**config.mk**
```make
export PLATFORM = sky130hd
export DESIGN_NAME = cache_line_adapter
export DESIGN_NICKNAME = d
export VERILOG_FILES = /design/src/rtl/cache_pkg.sv /design/src/rtl/cache_line_adapter.sv
export SDC_FILE = /design/constraint.sdc
export NUM_CORES = 1
export LEC_CHECK = 0
export CORE_ASPECT_RATIO = 0.8
export CORE_MARGIN = 2
export CORE_UTILIZATION = 25
export DETAILED_ROUTE_END_ITERATION = 8
export HOLD_SLACK_MARGIN = 0.06
export PLACE_DENSITY = 0.44
export SYNTH_ARGS = -nofsm -noshare
export SYNTH_HDL_FRONTEND = slang
export SYNTH_SLANG_ARGS = --single-unit
```
**constraint.sdc**
```tcl
create_clock -name clk -period 34.5 [get_ports clk]
set_clock_uncertainty 0.15 [all_clocks]
set_input_delay 8.625 -clock clk [delete_from_list [all_inputs] [get_ports clk]]
set_output_delay 8.625 -clock clk [all_outputs]
set_load 0.05 [all_outputs]
```
**src/rtl/cache_pkg.sv**
```systemverilog
// cache_pkg: shared line/word geometry and adapter state encoding for the cache subsystem
package cache_pkg;
  localparam int WORD_W      = 32;
  localparam int LINE_WORDS  = 8;
  localparam int LINE_W      = 256;
  localparam int ACK_TIMEOUT = 63;
  typedef enum logic [1:0] {IDLE, WB_BEAT, FILL_BEAT, RESP} ca_state_t;
endpackage

```
**src/rtl/cache_line_adapter.sv**
```systemverilog
// cache_line_adapter: bursts 256-bit cache lines to/from a 32-bit word memory; ports: clk, rst (async high), mem_read/mem_write/line_addr/wb_line in, fill_line/ca_resp/busy/error out, mm_addr/mm_re/mm_we/mm_wdata out, mm_rdata/mm_ack in
module cache_line_adapter
  import cache_pkg::*;
(
  input  logic                clk,
  input  logic                rst,
  input  logic                mem_read,
  input  logic                mem_write,
  input  logic [26:0]         line_addr,
  input  logic [LINE_W-1:0]   wb_line,
  output logic [LINE_W-1:0]   fill_line,
  output logic                ca_resp,
  output logic                busy,
  output logic                error,
  output logic [31:0]         mm_addr,
  output logic                mm_re,
  output logic                mm_we,
  output logic [WORD_W-1:0]   mm_wdata,
  input  logic [WORD_W-1:0]   mm_rdata,
  input  logic                mm_ack
);
  ca_state_t state, state_n;
  logic [26:0] addr_q;
  logic [LINE_W-1:0] wb_q;
  logic [2:0] beat;
  logic [5:0] wdog;
  logic in_beat, ack, timeout;
  assign in_beat = state == WB_BEAT || state == FILL_BEAT;
  assign ack     = in_beat && mm_ack;
  // an ack arriving in the last watchdog cycle still completes the beat
  assign timeout = in_beat && !mm_ack && wdog == 6'(ACK_TIMEOUT);
  always_comb begin
    state_n = state;
    state_n = state == IDLE ? (mem_write ? WB_BEAT : mem_read ? FILL_BEAT : IDLE)
            : state == RESP ? IDLE
            : (timeout || (ack && beat == 3'd7)) ? RESP : state;
  end
  always_ff @(posedge clk or posedge rst) begin
    if (rst) begin
      state     <= IDLE;
      addr_q    <= '0;
      wb_q      <= '0;
      beat      <= '0;
      wdog      <= '0;
      fill_line <= '0;
    end else begin
      state <= state_n;
      if (state == IDLE) begin
        if (mem_write) wb_q <= wb_line;
        if (mem_write || mem_read) addr_q <= line_addr;
        beat <= '0;
        wdog <= '0;
      end else if (ack) begin
        if (state == FILL_BEAT) fill_line[{beat, 5'b0} +: WORD_W] <= mm_rdata;
        beat <= beat + 3'd1;
        wdog <= '0;
      end else if (in_beat) begin
        wdog <= wdog + 6'd1;
      end
    end
  end
  assign mm_re    = state == FILL_BEAT;
  assign mm_we    = state == WB_BEAT;
  assign mm_addr  = in_beat ? {addr_q, beat, 2'b00} : '0;
  assign mm_wdata = mm_we ? wb_q[{beat, 5'b0} +: WORD_W] : '0;
  assign ca_resp  = state == RESP;
  assign busy     = state != IDLE;
  assign error    = timeout;
endmodule

```
# Word-level counts from Yosys, hierarchy flattened
# Index checks and enable logic that the tools add are counted.
[totals]
register_bits = 550
inputBits = 320
output_inout_bits = 325
word_cells = 47
[op_classes]
addsub = 3
eq_ne = 5
n_shift = 3
mux = 13
bitwise = 1
n_reduce_logical = 16
[op_table]
columns = ["operator", "n"]
rows = [
  ["$bwmux W256", 1],
  ["$shift A32 B10 Y256 const A", 1],
  ["$shiftx A256 B9 Y32", 1],
  ["$shiftx A32 B10 Y256", 1],
  ["$mux W32", 2],
  ["$mux W6", 3],
  ["$mux W2", 5],
  ["$neg A8 Y10", 1],
  ["$add A6 B1 Y6 const B", 1],
  ["$eq A6 B6 Y1 const B", 1],
  ["$mux W3", 2],
  ["$reduce_bool A3 Y1", 2],
  ["$eq A2 B2 Y1 const B", 2],
  ["$logic_and A1 B1 Y1", 4],
  ["$reduce_and A2 Y1", 2],
  ["$reduce_bool A2 Y1", 2],
  ["$add A3 B1 Y3 const B", 1],
  ["$eq A3 B3 Y1 const B", 1],
  ["$logic_or A1 B1 Y1", 3],
  ["$reduce_and A3 Y1", 1],
  ["$eq A2 B1 Y1 const B", 1],
  ["$logic_not A2 Y1", 1],
  ["$logic_not A1 Y1", 1],
  ["$not A1 Y1", 1],
]

# Logic depth before layout (Yosys ltp)
[depth]
depth_word = 8
ltp_mapped = 11
depth_no_buf = 6

# Least setup slack after synthesis
# OpenSTA, ideal clock, no wires.
[synth_path]
path_type = "input port to output port"
startpoint = "input mm_ack"
endpoint = "output error"
arrival_ns = 9.623
required_ns = 25.725
path_slack_ns = 16.102
cell_stages = 3
n_path_buf = 1
path_cell_list = "buf_2 nand4b_1 nor2_1"
[synth_between]
elab_chain_len = 3
[synth_lines]
columns = ["item", "line", "rtl"]
rows = [
  ["from (decl)", "cache_line_adapter.sv:20", "input logic mm_ack"],
  ["$logic_not A1 Y1", "cache_line_adapter.sv:31", "assign timeout = in_beat && !mm_ack && wdog == 6'(ACK_TIMEOUT);"],
  ["$logic_and A1 B1 Y1 (2 in a row)", "cache_line_adapter.sv:31", ""],
  ["to (decl)", "cache_line_adapter.sv:14", "output logic error,"],
]
# No other way between the ends.

# Worst setup path in the final report
# Same ends and word-level chain as after synthesis.

==> impl_metrics.toml <==
[final_layout]
layout.core_utilization_pct = 35.9
design.final.nets = 2525
drive_gt1_share_pct = 31.8
fillerInstances = 9033
syn_to_layout_area_delta_pct = 42.1

[drt]
detailedRoute.firstIterationViolations = 700
vias = 15600
drc = 0
drt_first_pass_iters = 4
wl_um = 86100
drt-wirelength-per-cell_um = 24.8
routed_via_density = 4.48
detail-route-antenna-nets = 0

[global_route]
globalRoute.totalOverflow = 0
first_global_vias = 16900
grt.total_usage_pct = 17.6
grt_pass1_wl_um = 125000
antenna_found_initial = 7
largest_net_degree_at_the_start_of_global_routing = 174

[clocking]
cts_htree_levels = 3
post_cts_resize_count = 0
clk_transition_reported_paths_ns = 0.05
clock_sink_count = 550
postCtsSetupRepairBufs = 0
clk_root_buffer_cell = "sky130_fd_sc_hd__clkbuf_16"
clk_path_buf_depth = 3
numCtsBuffers = 67
clock_latency_of_the_later_clocked_register_in_the_worst_skew_pair_ns = 0.60
tritoncts = "built"
cts.hold.buffers_added = 0

[hold_path]
hold_class = "register to register"

[timing]
setup_tns_ns = 0
finalSetupViolations = 0
layout_worst_path_cycle_share_pct = 56.1
slew_violations = 0
timing.slew.headroom_pct = 22.5
worst-slew-pin-transition_ns = 1.16
rsz0062_at_grt = "false"
hold_violations = 0
max_freq_mhz = 51.7
finalWorstPathRequiredPeriod_ns = 19.36

[status]
result_of_the_run = "finished clean"

[die]
rows = 100
fp.dieArea_mm2 = 0.0966
floorplan.initialDensity_pct = 25.3
io_pins = 645
floorplan.core_area_mm2 = 0.0932
die_width_um = 347
chipHeight_um = 278

[logic_synthesis]
yosys-top-cells-area = "sky130_fd_sc_hd__dfrtp_1, sky130_fd_sc_hd__mux2_2, sky130_fd_sc_hd__mux4_2"
portion_of_synthesized_cell_area_occupied_by_the_leading_cell_type_pct = 58.5
synth.lib_cells_used.distinct = 44
synthesis_warning_total = 0
synthesized_flop_and_latch_total = 550
synth_edf_count = 0
synth-seq-area-share_pct = 58.5
synth_async_sr_flop_share_pct = 100
synthesis.area_mm2 = 0.0235
syn-instance-count = 1562
yosysTopAreaCell = "sky130_fd_sc_hd__dfrtp_1"
synth.avg_cell_area_um2 = 15.1
synth_top_flop_cell = "sky130_fd_sc_hd__dfrtp_1"

[power_and_ir_drop]
clock_power_share_pct = 25.7
swShare_pct = 37.2
intPower_uw = 1780
vdd_drop_max_v = 0.0000700
share_seq_of_total_power_pct = 34.0
reported_net_switching_power_uw = 1050
power.leakage_uw = 0.0142
share_comb_of_total_power_pct = 40.3
power_density_mw_per_mm2 = 84.5

[critical_path]
cpPeakStageDelay_ns = 0.85
cp.buffers_inverters = 2
critical-path-top-delay-family = "buffers and inverters"
setup.worst_path.class = "input pin to output pin"
timing.reg2reg.setup_slack_ns = 29.45
startpoint_type = "input pin"
path_common_cell = "sky130_fd_sc_hd__clkdlybuf4s50_1"
critical_path_arrival_ns = 10.58
cell_by_cell_listing_of_the_critical_path = "clkdlybuf4s50_1 > nand4b_1 > nor2_1 > clkdlybuf4s50_1"
cpMaxStageDelayCell = "sky130_fd_sc_hd__clkdlybuf4s50_1"
crit_required_ns = 25.73
worst-path-max-fanout = 11
worstSetupEndpointType = "output pin"

[run]
max-cap-violations = 0

[placed_design]
gp_congestion = 0.787
dpl.hpwl_um = 61200
numPortBuffers = 642
-- stage by stage --
| step | cells | worst slack [ns] | hold slack (ns) | area [um2] | total power (uW) |
|---|---|---|---|---|---|
| after global routing | 3471 | 15.03 | 0.365 | 33400 | 2980 |
| after CTS | 3467 | 15.14 | 0.351 | 33400 | 2880 |
| final | 3475 | 15.14 | 0.346 | 33500 | 2830 |
| after detailed placement | 3348 | 15.16 | 0.337 | 31200 | 2130 |
| after floorplan | 1563 | 10.35 | 0.321 | 23500 | 1740 |
| after global placement | 3348 | 15.12 | 0.324 | 31200 | 2110 |
-- cell type report --
type	instances	area [um2]	area share, %
tap	1224	1530	4.58
sequential	550	13800	41.2
antenna	8	20.0	0.0598
clock inverter	21	275	0.823
multi-input combinational	903	9240	27.6
inverter	7	33.8	0.101
clock buffer	98	1960	5.85
timing repair buffer	664	6630	19.8
-- state kept, by name, summed over array words and instances, names as in the netlist --
name / count
addr_q: 27
beat: 3
fill_line: 256
state: 2
wb_q: 256
wdog: 6
-- metal layers --
metal,wire length (um),track usage [%],part of all wire (%)
met1,36800,22.6,43
met2,43000,30.0,50
met3,3900,3.52,4.5
met4,2340,5.42,2.7
met5,26,0,0.030
-- cell families (layout without fill, tap and decap cells) --
logic type / Yosys count / count (layout) / synth area share, %
flops: 550 / 550 / 58.5
fa+ha+maj: 12 / 12 / 0.638
other cells: 1 / 10 / 0.0159
mux: 635 / 635 / 31.7
buf+inv: 110 / 790 / 2.42
xor+xnor: 1 / 1 / 0.0372
simple gates: 173 / 173 / 4.38
compound gates: 80 / 80 / 2.35
-- power groups by stage --
stage,registers [uW],clock network (uW),logic [uW]
after detailed placement,972,0,1160
after floorplan,1050,0,691
after global placement,963,0,1150
after CTS,962,755,1160
after global routing,989,782,1210
final,961,726,1140
-- cell usage in the layout (no fill, tap or decap), types with 3 or more instances in the layout --
master / synthesis / routed
sky130_fd_sc_hd__clkdlybuf4s50_1: 0 / 642
sky130_fd_sc_hd__dfrtp_1: 550 / 547
sky130_fd_sc_hd__mux2_2: 538 / 538
sky130_fd_sc_hd__clkbuf_16: 0 / 69
sky130_fd_sc_hd__and2_1: 63 / 62
sky130_fd_sc_hd__mux2i_1: 60 / 60
sky130_fd_sc_hd__nand2_1: 45 / 44
sky130_fd_sc_hd__nor3b_1: 34 / 34
sky130_fd_sc_hd__mux4_2: 34 / 34
sky130_fd_sc_hd__o22ai_1: 30 / 30
sky130_fd_sc_hd__buf_4: 23 / 19
sky130_fd_sc_hd__a21boi_0: 17 / 17
sky130_fd_sc_hd__clkbuf_1: 22 / 17
sky130_fd_sc_hd__o21a_1: 15 / 15
sky130_fd_sc_hd__clkbuf_8: 0 / 12
sky130_fd_sc_hd__ha_1: 12 / 11
sky130_fd_sc_hd__diode_2: 0 / 8
sky130_fd_sc_hd__nor2_1: 9 / 8
sky130_fd_sc_hd__clkinv_2: 0 / 7
sky130_fd_sc_hd__nand3_1: 6 / 6
sky130_fd_sc_hd__inv_1: 6 / 5
sky130_fd_sc_hd__bufinv_16: 0 / 5
sky130_fd_sc_hd__mux2_1: 3 / 3
sky130_fd_sc_hd__a21oi_1: 3 / 3
sky130_fd_sc_hd__o21ai_0: 3 / 3
sky130_fd_sc_hd__inv_6: 0 / 3
sky130_fd_sc_hd__clkinvlp_4: 0 / 3
sky130_fd_sc_hd__buf_12: 0 / 3
-- synthesized netlist by cell type, drive strengths merged, types with 2 or more instances --
cell	n
and3	2
nand2	45
ha	12
o22a	2
a21oi	3
o21ai	4
a211oi	2
mux2	541
nand2b	2
nand3	7
a22o	2
mux2i	60
nor2	9
buf	81
dfrtp	550
clkbuf	22
nand4	3
o211ai	2
a21boi	17
nand4b	2
inv	6
o22ai	30
o21a	15
mux4	34
nor3b	36
and2	63
-- path summary, 6_finish.rpt --
kind                          startpoint  cells past startpoint            end
hold / removal             fill_line[89]                      1  fill_line[89]
hold reg to reg            fill_line[89]                      1  fill_line[89]
setup reg to reg                state[0]                      7      wb_q[235]
setup / recovery                  mm_ack                      4          error
min in group asynchronous            rst                      2       wb_q[31]
max in group asynchronous            rst                      4     addr_q[15]
Power figures use the tool's default switching activity.
